**src/rtl/bash_axil_master.sv**
```systemverilog
// bash_axil_master
// ----------------
// Turns single commands into AXI4-Lite read or write transactions. Only one
// transaction is in flight at a time. Each AXI response comes back on a
// valid/ready response channel. A watchdog counts the cycles spent waiting on
// the AXI slave. If the limit is reached, it raises a sticky timeout flag but
// lets the transaction carry on.
//
// Parameters
//   ADDRLEN      AXI address width
//   XLEN         data width (32 only)
//   TIMEOUT_CYC  watchdog limit in cycles
//
// Ports
//   m_axi_aclk, m_axi_aresetn    clock, synchronous active-low reset
//   cmd_*                        command in (valid/ready, write, addr, wdata, wstrb)
//   rsp_*                        response out (valid/ready, rdata, resp, write)
//   m_axi_aw*/w*/b*/ar*/r*       AXI4-Lite master channels
//   timeout_o                    sticky watchdog flag, cleared only by reset
module bash_axil_master #(
  parameter int ADDRLEN     = 32,
  parameter int XLEN        = 32,
  parameter int TIMEOUT_CYC = 1024
) (
  input  logic               m_axi_aclk,
  input  logic               m_axi_aresetn,
  input  logic               cmd_valid,
  output logic               cmd_ready,
  input  logic               cmd_write,
  input  logic [ADDRLEN-1:0] cmd_addr,
  input  logic [XLEN-1:0]    cmd_wdata,
  input  logic [3:0]         cmd_wstrb,
  output logic               rsp_valid,
  input  logic               rsp_ready,
  output logic [XLEN-1:0]    rsp_rdata,
  output logic [1:0]         rsp_resp,
  output logic               rsp_write,
  output logic [ADDRLEN-1:0] m_axi_awaddr,
  output logic [2:0]         m_axi_awprot,
  output logic               m_axi_awvalid,
  input  logic               m_axi_awready,
  output logic [XLEN-1:0]    m_axi_wdata,
  output logic [3:0]         m_axi_wstrb,
  output logic               m_axi_wvalid,
  input  logic               m_axi_wready,
  input  logic [1:0]         m_axi_bresp,
  input  logic               m_axi_bvalid,
  output logic               m_axi_bready,
  output logic [ADDRLEN-1:0] m_axi_araddr,
  output logic [2:0]         m_axi_arprot,
  output logic               m_axi_arvalid,
  input  logic               m_axi_arready,
  input  logic [XLEN-1:0]    m_axi_rdata,
  input  logic [1:0]         m_axi_rresp,
  input  logic               m_axi_rvalid,
  output logic               m_axi_rready,
  output logic               timeout_o
);

  localparam int CNT_W = $clog2(TIMEOUT_CYC + 1);
  localparam logic [CNT_W-1:0] CNT_MAX = CNT_W'(TIMEOUT_CYC);

  typedef enum logic [2:0] {
    IDLE, WR, WR_RESP, RD_ADDR, RD_DATA, RSP
  } state_t;

  state_t state_q, state_d;

  logic               aw_done_q, aw_done_d;
  logic               w_done_q, w_done_d;
  logic [ADDRLEN-1:0] addr_q, addr_d;
  logic [XLEN-1:0]    wdata_q, wdata_d;
  logic [3:0]         wstrb_q, wstrb_d;
  logic [XLEN-1:0]    rsp_rdata_q, rsp_rdata_d;
  logic [1:0]         rsp_resp_q, rsp_resp_d;
  logic               rsp_write_q, rsp_write_d;
  logic [CNT_W-1:0]   wdog_q, wdog_d;
  logic               timeout_q, timeout_d;
  logic               busy_q, busy_d;

  // All handshake outputs are decoded from registered state only, so no VALID
  // ever depends combinationally on a READY. The AW and W channels have their
  // own done flags, so each one can drop its VALID independently.
  // cmd_ready is qualified by reset, which keeps it low while reset is held.
  assign cmd_ready     = (state_q == IDLE) && m_axi_aresetn;
  assign m_axi_awvalid = (state_q == WR) && !aw_done_q;
  assign m_axi_wvalid  = (state_q == WR) && !w_done_q;
  assign m_axi_bready  = (state_q == WR_RESP);
  assign m_axi_arvalid = (state_q == RD_ADDR);
  assign m_axi_rready  = (state_q == RD_DATA);
  assign rsp_valid     = (state_q == RSP);
  assign m_axi_awaddr  = addr_q;
  assign m_axi_araddr  = addr_q;
  assign m_axi_wdata   = wdata_q;
  assign m_axi_wstrb   = wstrb_q;
  assign m_axi_awprot  = 3'b000;
  assign m_axi_arprot  = 3'b000;
  assign rsp_rdata     = rsp_rdata_q;
  assign rsp_resp      = rsp_resp_q;
  assign rsp_write     = rsp_write_q;
  assign timeout_o     = timeout_q;

  // Next-state and capture logic. A B or R beat that arrives outside its
  // waiting state falls through the case untouched, so it is ignored.
  always_comb begin
    state_d     = state_q;
    aw_done_d   = aw_done_q;
    w_done_d    = w_done_q;
    addr_d      = addr_q;
    wdata_d     = wdata_q;
    wstrb_d     = wstrb_q;
    rsp_rdata_d = rsp_rdata_q;
    rsp_resp_d  = rsp_resp_q;
    rsp_write_d = rsp_write_q;
    case (state_q)
      IDLE: begin
        aw_done_d = 1'b0;
        w_done_d  = 1'b0;
        if (cmd_valid) begin
          addr_d  = cmd_addr;
          wdata_d = cmd_wdata;
          wstrb_d = cmd_wstrb;
          state_d = cmd_write ? WR : RD_ADDR;
        end
      end
      WR: begin
        if (m_axi_awvalid && m_axi_awready) aw_done_d = 1'b1;
        if (m_axi_wvalid && m_axi_wready)   w_done_d  = 1'b1;
        if (aw_done_d && w_done_d)          state_d   = WR_RESP;
      end
      WR_RESP: begin
        if (m_axi_bvalid) begin
          rsp_resp_d  = m_axi_bresp;
          rsp_rdata_d = '0;
          rsp_write_d = 1'b1;
          state_d     = RSP;
        end
      end
      RD_ADDR: begin
        if (m_axi_arready) state_d = RD_DATA;
      end
      RD_DATA: begin
        if (m_axi_rvalid) begin
          rsp_rdata_d = m_axi_rdata;
          rsp_resp_d  = m_axi_rresp;
          rsp_write_d = 1'b0;
          state_d     = RSP;
        end
      end
      RSP: begin
        if (rsp_ready) state_d = IDLE;
      end
      default: state_d = IDLE;
    endcase
  end

  // Watchdog: counts only while the FSM stays in the states that wait on the
  // slave. It clears whenever it leaves them, and it saturates instead of
  // wrapping. The flag is set on the same edge the count reaches the limit.
  always_comb begin
    busy_q    = (state_q == WR) || (state_q == WR_RESP) ||
                (state_q == RD_ADDR) || (state_q == RD_DATA);
    busy_d    = (state_d == WR) || (state_d == WR_RESP) ||
                (state_d == RD_ADDR) || (state_d == RD_DATA);
    wdog_d    = '0;
    timeout_d = timeout_q;
    if (busy_q && busy_d) begin
      wdog_d = (wdog_q == CNT_MAX) ? wdog_q : wdog_q + CNT_W'(1);
      if (wdog_d == CNT_MAX) timeout_d = 1'b1;
    end
  end

  // State register. Reset drops any in-flight transaction without a response.
  always_ff @(posedge m_axi_aclk) begin
    if (!m_axi_aresetn) begin
      state_q     <= IDLE;
      aw_done_q   <= 1'b0;
      w_done_q    <= 1'b0;
      addr_q      <= '0;
      wdata_q     <= '0;
      wstrb_q     <= '0;
      rsp_rdata_q <= '0;
      rsp_resp_q  <= '0;
      rsp_write_q <= 1'b0;
      wdog_q      <= '0;
      timeout_q   <= 1'b0;
    end else begin
      state_q     <= state_d;
      aw_done_q   <= aw_done_d;
      w_done_q    <= w_done_d;
      addr_q      <= addr_d;
      wdata_q     <= wdata_d;
      wstrb_q     <= wstrb_d;
      rsp_rdata_q <= rsp_rdata_d;
      rsp_resp_q  <= rsp_resp_d;
      rsp_write_q <= rsp_write_d;
      wdog_q      <= wdog_d;
      timeout_q   <= timeout_d;
    end
  end

endmodule
```
**config.mk**
```make
export PLATFORM = sky130hd
export DESIGN_NAME = bash_axil_master
export DESIGN_NICKNAME = d
export VERILOG_FILES = /design/src/rtl/bash_axil_master.sv
export SDC_FILE = /design/constraint.sdc
export NUM_CORES = 1
export LEC_CHECK = 0
export ABC_CLOCK_PERIOD_IN_PS = 3000
export CAP_MARGIN = 20
export CELL_PAD_IN_SITES_DETAIL_PLACEMENT = 0
export CELL_PAD_IN_SITES_GLOBAL_PLACEMENT = 2
export CORE_MARGIN = 4
export CORE_UTILIZATION = 22
export CTS_BUF_LIST = sky130_fd_sc_hd__clkbuf_8
export DETAILED_ROUTE_END_ITERATION = 16
export GPL_ROUTABILITY_DRIVEN = 0
export PLACE_DENSITY_LB_ADDON = 0.1
export REMOVE_ABC_BUFFERS = 1
export SYNTH_ARGS = -nofsm -noshare
export SYNTH_HDL_FRONTEND = slang
export SYNTH_SLANG_ARGS = --single-unit
export TNS_END_PERCENT = 20
```
**constraint.sdc**
```tcl
create_clock -name m_axi_aclk -period 3 [get_ports m_axi_aclk]
set_input_delay 0.3 -clock m_axi_aclk [delete_from_list [all_inputs] [get_ports m_axi_aclk]]
set_output_delay 0.3 -clock m_axi_aclk [all_outputs]
set_load 0.1 [all_outputs]
```
After elaboration in Yosys (flattened, before gate mapping)
Cells that the tools add are included.
{ "word_totals": {"reg_bits": 120, "in_bits": 114, "out_inout_bits": 149, "word_cells": 71} }
{ "op_classes": {"addsub": 1, "eq_ne": 13, "mux": 24, "n_reduce_logical": 22} }
{ "op_table": {"columns": ["op", "count"], "rows": [
  ["two-way mux 32 bit", 2],
  ["one-hot mux 32 bit (2 select lines)", 1],
  ["equality test 11 bit, second input constant", 2],
  ["two-way mux 3 bit", 6],
  ["one-hot mux 3 bit (6 select lines)", 1],
  ["equality test 3 x 2 -> 1 bit, second input constant", 4],
  ["adder 11 x 1 -> 11 bit, second input constant", 1],
  ["two-way mux 11 bit", 1],
  ["equality test 3 bit, second input constant", 3],
  ["logical AND 1 bit", 7],
  ["equality test 3 x 1 -> 1 bit, second input constant", 2],
  ["logical OR 1 bit", 6],
  ["two-way mux 1 bit", 6],
  ["two-way mux 2 bit", 3],
  ["one-hot mux 1 bit (2 select lines)", 3],
  ["AND reduction 2 bit", 3],
  ["!= test 2 bit, second input constant", 2],
  ["one-hot mux 2 bit (2 select lines)", 1],
  ["nonzero test 2 bit", 2],
  ["logical NOT 3 bit", 1],
  ["AND reduction 3 bit", 1],
  ["logical NOT 1 bit", 2]
]} }

Logic depth before layout (Yosys ltp)
Gate-level depths: netlist of the first run.
{ "logic_depth": {"word_depth": 14, "mapped_depth": 7, "depth_no_buf": 7} }

Worst setup path after synthesis of the first run
No wires, ideal clock.
{ "synth_path": {"path_kind": "reg-to-reg", "startpoint": "register state_q[1]", "endpoint": "register rsp_write_q, in the netlist rsp_write", "setup_ns": 0.072, "arrival_ns": 3.337, "t_required_ns": 2.928, "setup_slack_ns": -0.409, "path_stages_with_launch": 5, "path_buffers": 1, "period_less_slack_ns": 3.409, "path_cell_list": "dfxtp_1 clkbuf_1 nor3b_1 a22oi_1 nor2b_1"} }
{ "synth_between": {"elab_chain_cells": 3, "word_cells_on_any_way": 7, "cone_classes": "4 x eq/ne; 1 x mux; 2 x reduce/logical"} }
{ "synth_rtl": {"columns": ["item", "line_no", "text"], "rows": [
  ["start: declaration", "67", "state_t state_q, state_d;"],
  ["start signal: assignment", "188", "state_q <= state_d;"],
  ["equality test 3 x 2 -> 1 bit *", null, null],
  ["net m_axi_bready", "48", "output logic m_axi_bready,"],
  ["!= test 2 bit (no source line) or nonzero test 2 bit (tied branches)", null, null],
  ["AND reduction 3 bit (no source line)", null, null],
  ["end signal: assignment", "196", "rsp_write_q <= rsp_write_d;"],
  ["end: declaration", "76", "logic rsp_write_q, rsp_write_d;"]
]} }
Mark *: on every way through the listed nets, which the timed path passes. The rest lies on a longest branch.
A chain may end at the register's enable or synchronous reset.

Worst setup path in the final report of the first run
{ "layout_path": {"startpoint": "register wdog_q[3]", "endpoint": "register timeout_q, in the netlist timeout_o"} }
{ "layout_between": {"elab_chain_cells": 4, "word_cells_on_any_way": 5, "cone_classes": "1 x add/sub; 2 x eq/ne; 1 x mux; 1 x reduce/logical"} }
{ "layout_rtl": {"columns": ["item", "line_no", "text"], "rows": [
  ["start: declaration", "77", "logic [CNT_W-1:0] wdog_q, wdog_d;"],
  ["start signal: assignment", "197", "wdog_q <= wdog_d;"],
  ["adder 11 x 1 -> 11 bit or equality test 11 bit (tied branches)", "168", "wdog_d = (wdog_q == CNT_MAX) ? wdog_q : wdog_q + CNT_W'(1);"],
  ["two-way mux 11 bit *", "168", null],
  ["equality test 11 bit *", "169", "if (wdog_d == CNT_MAX) timeout_d = 1'b1;"],
  ["AND reduction 2 bit (no source line) *", null, null],
  ["end signal: assignment", "198", "timeout_q <= timeout_d;"],
  ["end: declaration", "78", "logic timeout_q, timeout_d;"]
]} }
Mark *: on every way between the ends. The rest lies on a longest branch, timed or not.

==> results of run 1 <==
==> power groups by stage <==
stage,clock network [mW],logic (mW),registers [mW]
final,1.56,2.74,1.88
after global routing,1.71,2.87,1.90
after CTS,1.64,2.77,1.88
after detailed placement,0,2.77,1.92
after global placement,0,2.76,1.90
after floorplan,0,0.619,3.27
==> placed cells by master, fill, tap and decap left out, types with 3 or more instances in the layout <==
master and count:
clkdlybuf4s50_1 125, xnor2_1 4, inv_6 3, buf_4 137, clkinv_2 3, inv_1 3
xor2_1 6, bufinv_16 3, nand4_1 4, buf_12 3, conb_1 6, nor2_1 19
nand3b_1 4, a21oi_1 6, clkbuf_8 18, mux2i_1 5, nand2_1 177, clkinvlp_4 3
nand2b_1 3, and2_1 4, a21boi_0 101, dfxtp_1 120, nand3_1 36
==> worst max-delay path by stage <==
| stage | end | cells after the start |
|---|---|---|
| 3_3_place_gp | timeout_o | 5 |
| 6_report | timeout_o | 5 |
| 4_1_cts | timeout_o | 5 |
| 3_5_place_dp | timeout_o | 5 |
| 5_1_grt | timeout_o | 5 |
| 2_1_floorplan | rsp_write | 3 |
==> area by class of cell <==
| type | instances | area share |
|---|---|---|
| Multi-Input combinational cell | 413 | 0.291 |
| Tap cell | 313 | 0.0499 |
| Sequential cell | 120 | 0.306 |
| Clock inverter | 14 | 0.0218 |
| Clock buffer | 18 | 0.0315 |
| Timing Repair Buffer | 266 | 0.299 |
| Inverter | 3 | 0.00143 |
==> through the flow <==
stage | power (mW) | setup WS (ps) | instances
after floorplan | 3.89 | -295 | 536
after global placement | 4.66 | 666 | 1115
after detailed placement | 4.69 | 647 | 1115
after CTS | 6.29 | 617 | 1147
after global routing | 6.48 | 515 | 1147
final | 6.18 | 640 | 1147
==> worst reg2reg max path: stages (launching register included) <==
cell and delay, ps:
dfxtp_1 370, or4_4 580, nor4_4 410, mux2_1 360, or4_1 470, o21ai_1 120
==> flip-flops by register name, summed over array words and instances, names as in the netlist <==
name and cells:
aw_done_q 1, m_axi_araddr 32, m_axi_wdata 32, m_axi_wstrb 4
rsp_rdata 32, rsp_resp 2, rsp_write 1, state_q 3
timeout_o 1, w_done_q 1, wdog_q 11
==> routing by layer <==
metal / GRT usage / vias to the layer above
li1: - / 2394
met1: 0.159 / 2180
met2: 0.204 / 179
met3: 0.0552 / 11
met4: 0.0361 / 0
met5: 0 / -
==> cells by family after synthesis <==
logic type               after synthesis
multiplexers                           7
adder cells (fa/ha/maj)                2
AO/OA/AOI/OAI                        119
AND/OR/NAND/NOR                      269
other                                  1
buffers and inverters                 85
XOR/XNOR                              10
flip-flops                           120
==> flow_summary_export.csv, run 1 <==
group,metric,value,unit
clock_network,clk_pin_slew,80,ps
setup_path,rr_worst_depth,5,
global_routing,antenna_found_initial,0,
power,leakagePower,3.09,nW
power,cellPowerDensity,787,nW/µm²
sta,hold_ws,182,ps
status,status,"completed",
floorplanning,die_x,161,µm
sta,min_period,2360,ps
sta,hold_violations,0,
placement,place_area,7430,µm²
sta,clock_skew,16.7,ps
clock_network,cts_buffers,17,
setup_path,timing.rr.end,"timeout_o",
drt,vias,4764,
synth,synthAdderAreaFrac,0.00487,
power,p_clk_frac,0.252,
drt,routed_wl,17.3,mm
sta,rsz0062_at_grt,"false",
synth,synth-xor-area-share,0.0170,
finish,area_delta_synth_final,52.7,%
setup_path,max_stage_delay,580,ps
synth,async_flop_share,0,
power,combPwrFrac,0.444,
synth,synth_area_leader_cell,"dfxtp_1",
placement,dp_hpwl,12.3,mm
job,max-cap-violations,0,
setup_path,crit_path_cell_trace,"or4_4 -> nor4_4 -> mux2_1 -> or4_1 -> o21ai_1",
finish,fillers,2422,
setup_path,worstPathRequired,3360,ps
power,internal_power,3.22,mW
finish,layout-drive-gt1-share,0.218,
floorplanning,start_util,0.225,
synth,synth_edf_count,0,
synth,yosys.area_share.simple,0.231,
clock_network,root_buffer,"clkbuf_8",
synth,synth_seq_cells,120,
power,power.share.sequential,0.304,
clock_network,htreeDepth,4,
synth,synth_top_area_share,0.467,
synth,yosysSeqAreaShare,0.467,
drt,met1_length,7.78,mm
synth,synth.most_common_cell,"nand2_1",
power,p_sw,2.96,mW
drt,routedWlPerCell,15.1,µm
synth,synth.distinct_cells,50,
synth,synth_ff_type,"dfxtp_1",
synth,ys_top_cells_by_area,"dfxtp_1, a21boi_0, nand2_1",
global_routing,grt_util_all_layers,0.128,
setup_path,crit_arrival,2720,ps
finish,area.sequential,2400,µm²
min_path,hold_depth,2,
setup_path,worst-path-buf-inv,0,
min_path,min_path_type,"primary input to flop",
drt,vias_per_cell,4.15,
setup_path,end_kind,"flop",
global_routing,grt_pass1_wl,26.4,mm
clock_network,post_cts_buffers,0,
sta,relSlewSlack,0.344,
drt,postRouteAntennaNets,0,
global_routing,first_global_vias,4641,
setup_path,worst_path_dominant_cell_family,"simple AND/OR/NAND/NOR gates",
finish,antenna_cells,0,
setup_path,ff2ff_setup_slack,640,ps
floorplanning,coreArea,22800,µm²
synth,yosysWarnings,0,
sta,tns,0,ps
power,netSwitchingFraction,0.479,
sta,timing.fmax,424,MHz
drt,dr_wl_met2,7.80,mm
finish,stdcell_area,7850,µm²
setup_path,criticalPathCategory,"flop to flop",
sta,worstMarginPinSlew,981,ps
synth,synth_compound_area_frac,0.170,
finish,multiInputGateArea,2280,µm²
drt,dr.pass1.iters,4,
synth,synth_cells,613,
drt,top_layer_used,"met4",
clock_network,cts_tree,"done",
synth,synth_top_family_by_area,"simple AND/OR/NAND/NOR gates",
power,ir_worst_vdd,213,µV
setup_path,cp_max_fo,7,
floorplanning,io_pins,263,
setup_path,cp-start-kind,"flop",
floorplanning,die_h,161,µm
min_path,hold_end,"state_q[0]",
global_routing,grt_overflow,0,
finish,num-nets-final,937,
setup_path,rr_startpoint,"wdog_q[3]",
floorplanning,dieArea,25900,µm²
synth,syn_avg_cell_area,8.39,µm²
sta,finalCritPeriodShare,0.787,
setup_path,cpMaxStageDelayCell,"or4_4",
synth,syn-cell-area,5140,µm²
drt,met3_wirelength,1.50,mm
clock_network,hold_buffers,0,
clock_network,cts_resized,0,
synth,synthTopCellsByCount,"nand2_1, dfxtp_1, a21boi_0",
clock_network,clk_latency,430,ps
placement,io_buffers,256,
synth,synth_mux_area_frac,0.0141,
sta,drv_slew,0,
clock_network,cts.sinks,120,
clock_network,cts_buffer_depth,2,
floorplanning,core.rowCount,55,
global_routing,grt_max_degree,69,
finish,utilization,0.344,
drt,drt_iter0_drc,230,
drt,drc,0,
sta,finalSetupViolations,0,
setup_path,startpoint,"wdog_q[3]",
min_path,hp-start,"m_axi_aresetn",
No activity file was read; power rests on OpenSTA's default activity.
==> inputs of run 2 (changes only) <==
ABC_CLOCK_PERIOD_IN_PS = 1920   (was 3000)
CORE_UTILIZATION = 20   (was 22)
clock period = 1.92 ns   (was 3 ns; I/O delays follow)
==> run 2 against run 1 <==
Total power is 63% higher; fmax is 18% higher; sequential share of layout area is 1.2 points lower; first-iteration DRC count stayed put; register-to-register slack worse by 720 ps; the flow now finishes with violations (negative setup slack); combinational power is 65% higher; cell count is 3.6% higher.
==> flow_summary_export.csv, run 2 (synthesized netlist as in run 1, its figures left out) <==
group,metric,value,unit
drt,drt_iter0_drc,230,
global_routing,grt_overflow,0,
sta,drv_slew,0,
floorplanning,coreArea,25300,µm²
finish,layout_commonest_cell,"nand2_1",
floorplanning,io_pins,263,
setup_path,cp_max_fo,2,
drt,top_layer_used,"met4",
placement,dp_hpwl,13.1,mm
sta,clock_skew,11.6,ps
finish,layout-drive-gt1-share,0.265,
floorplanning,dieArea,28300,µm²
setup_path,crit_path_cell_trace,"or4_4 -> nor4_4 -> mux2_4 -> or4_1 -> o21ai_1",
placement,io_buffers,256,
setup_path,cpMaxStageDelayCell,"or4_4",
clock_network,clk_latency,430,ps
finish,area_delta_synth_final,59.4,%
clock_network,root_buffer,"clkbuf_8",
drt,vias_per_cell,4.07,
status,violations,"negative setup slack",
setup_path,end_kind,"flop",
drt,vias,4835,
finish,num-nets-final,960,
setup_path,worstPathRequired,2280,ps
global_routing,first_global_vias,4815,
status,status,"finished with violations",
sta,hold_violations,0,
clock_network,cts_buffer_depth,2,
setup_path,max_stage_delay,550,ps
global_routing,grt_pass1_wl,27.9,mm
min_path,min_path_type,"primary input to flop",
clock_network,hold_buffers,0,
global_routing,grt_max_degree,69,
finish,layout_common_cells,"nand2_1, buf_4, dfxtp_1",
sta,rsz0062_at_grt,"true",
floorplanning,core.rowCount,58,
drt,postRouteAntennaNets,0,
drt,dr_wl_met2,8.64,mm
finish,utilization,0.325,
power,cellPowerDensity,1230,nW/µm²
floorplanning,start_util,0.204,
setup_path,criticalPathCategory,"flop to flop",
clock_network,htreeDepth,4,
clock_network,cts_buffers,17,
power,leakagePower,3.29,nW
sta,finalCritPeriodShare,1.04,
power,ir_worst_vdd,478,µV
drt,routed_wl,18.3,mm
sta,setup_slack,-81.0,ps
drt,met1_length,8.05,mm
setup_path,cp-start-kind,"flop",
drt,dr.pass1.iters,4,
min_path,hold_depth,3,
clock_network,clk_pin_slew,80,ps
setup_path,rr_worst_depth,5,
sta,hold_ws,192,ps
drt,drc,0,
sta,min_period,2000,ps
global_routing,antenna_found_initial,0,
sta,timing.fmax,500,MHz
drt,routedWlPerCell,15.4,µm
drt,met3_wirelength,1.39,mm
global_routing,grt_util_all_layers,0.125,
job,max-cap-violations,0,
clock_network,cts.sinks,120,
setup_path,crit_arrival,2360,ps
clock_network,cts_tree,"done",
floorplanning,die_h,168,µm
floorplanning,die_x,168,µm
sta,finalSetupViolations,2,
==> run 2: cell count changes in the layout (fill, tap and decap cells not counted), moves of 4 or more <==
cell,previous run,this run
dfxtp_2,0,4
dfxtp_1,120,116
buf_4,137,163
buf_12,3,11
clkdlybuf4s50_1,125,112
==> run 2: where the power goes <==
| part | total, mW | switching, mW | internal (mW) |
|---|---|---|---|
| sequential | 2.93 | 0.197 | 2.74 |
| combinational | 4.51 | 3.38 | 1.13 |
| clock | 2.60 | 1.14 | 1.46 |
| total | 10.0 | 4.71 | 5.33 |
==> run 2: layout make-up <==
cell class / count / area, µm²
Antenna cell: 1 / 2.50
Clock buffer: 18 / 248
Clock inverter: 14 / 198
Fill cell: 2724 / 17100
Inverter: 3 / 11.3
Multi-Input combinational cell: 413 / 2300
Sequential cell: 120 / 2410
Tap cell: 330 / 413
Timing Repair Buffer: 289 / 2610
==> run 2: per-layer routing <==
layer  track usage  vias up
met5             0        -
met2         0.208      169
met1         0.155     2213
met4        0.0388        0
met3        0.0394       10
li1              -     2443
==> run 2: repair_timing <==
| action | 4_1_cts | 5_1_grt |
|---|---|---|
| gates resized for setup | 10 | 4 |
| setup buffers | 5 | 0 |
| pin swaps | 4 | 1 |
| setup endpoints to repair | 3 | 8 |
| gates cloned | 1 | 0 |
==> run 2: worst paths after layout <==
kind / slack [ps] / to / start
worst max-delay path: -80 / timeout_o / wdog_q[6]
worst min-delay path: 190 / timeout_o / m_axi_aresetn
worst max register to register: -80 / timeout_o / wdog_q[6]
worst min register to register: 460 / m_axi_wdata[29] / m_axi_wdata[29]
==> run 2: worst max-delay path, delay by kind of cell (launching register included) <==
family / cells / cell delay [ps]
AO/OA/AOI/OAI: 1 / 130
flip-flops: 1 / 320
multiplexers: 1 / 320
AND/OR/NAND/NOR: 3 / 1150
==> run 2: metrics by stage <==
step / worst slack (ps) / area [µm²] / setup TNS (ps) / power (mW) / std cells
floorplan: -1370 / 4680 / -61390 / 6.08 / 536
global placement: -226 / 7650 / -226 / 7.47 / 1150
detailed placement: -227 / 7650 / -264 / 7.49 / 1150
CTS: -71.5 / 8180 / -77.0 / 10.2 / 1187
global route: -157 / 8190 / -334 / 10.5 / 1187
finish: -81.0 / 8200 / -105 / 10.0 / 1188
==> inputs of run 3 (changes only) <==
CTS_CLUSTER_DIAMETER = 120   (was unset)
==> results of run 3 <==
Final layout, timing and power as in run 2 (identical DEF).
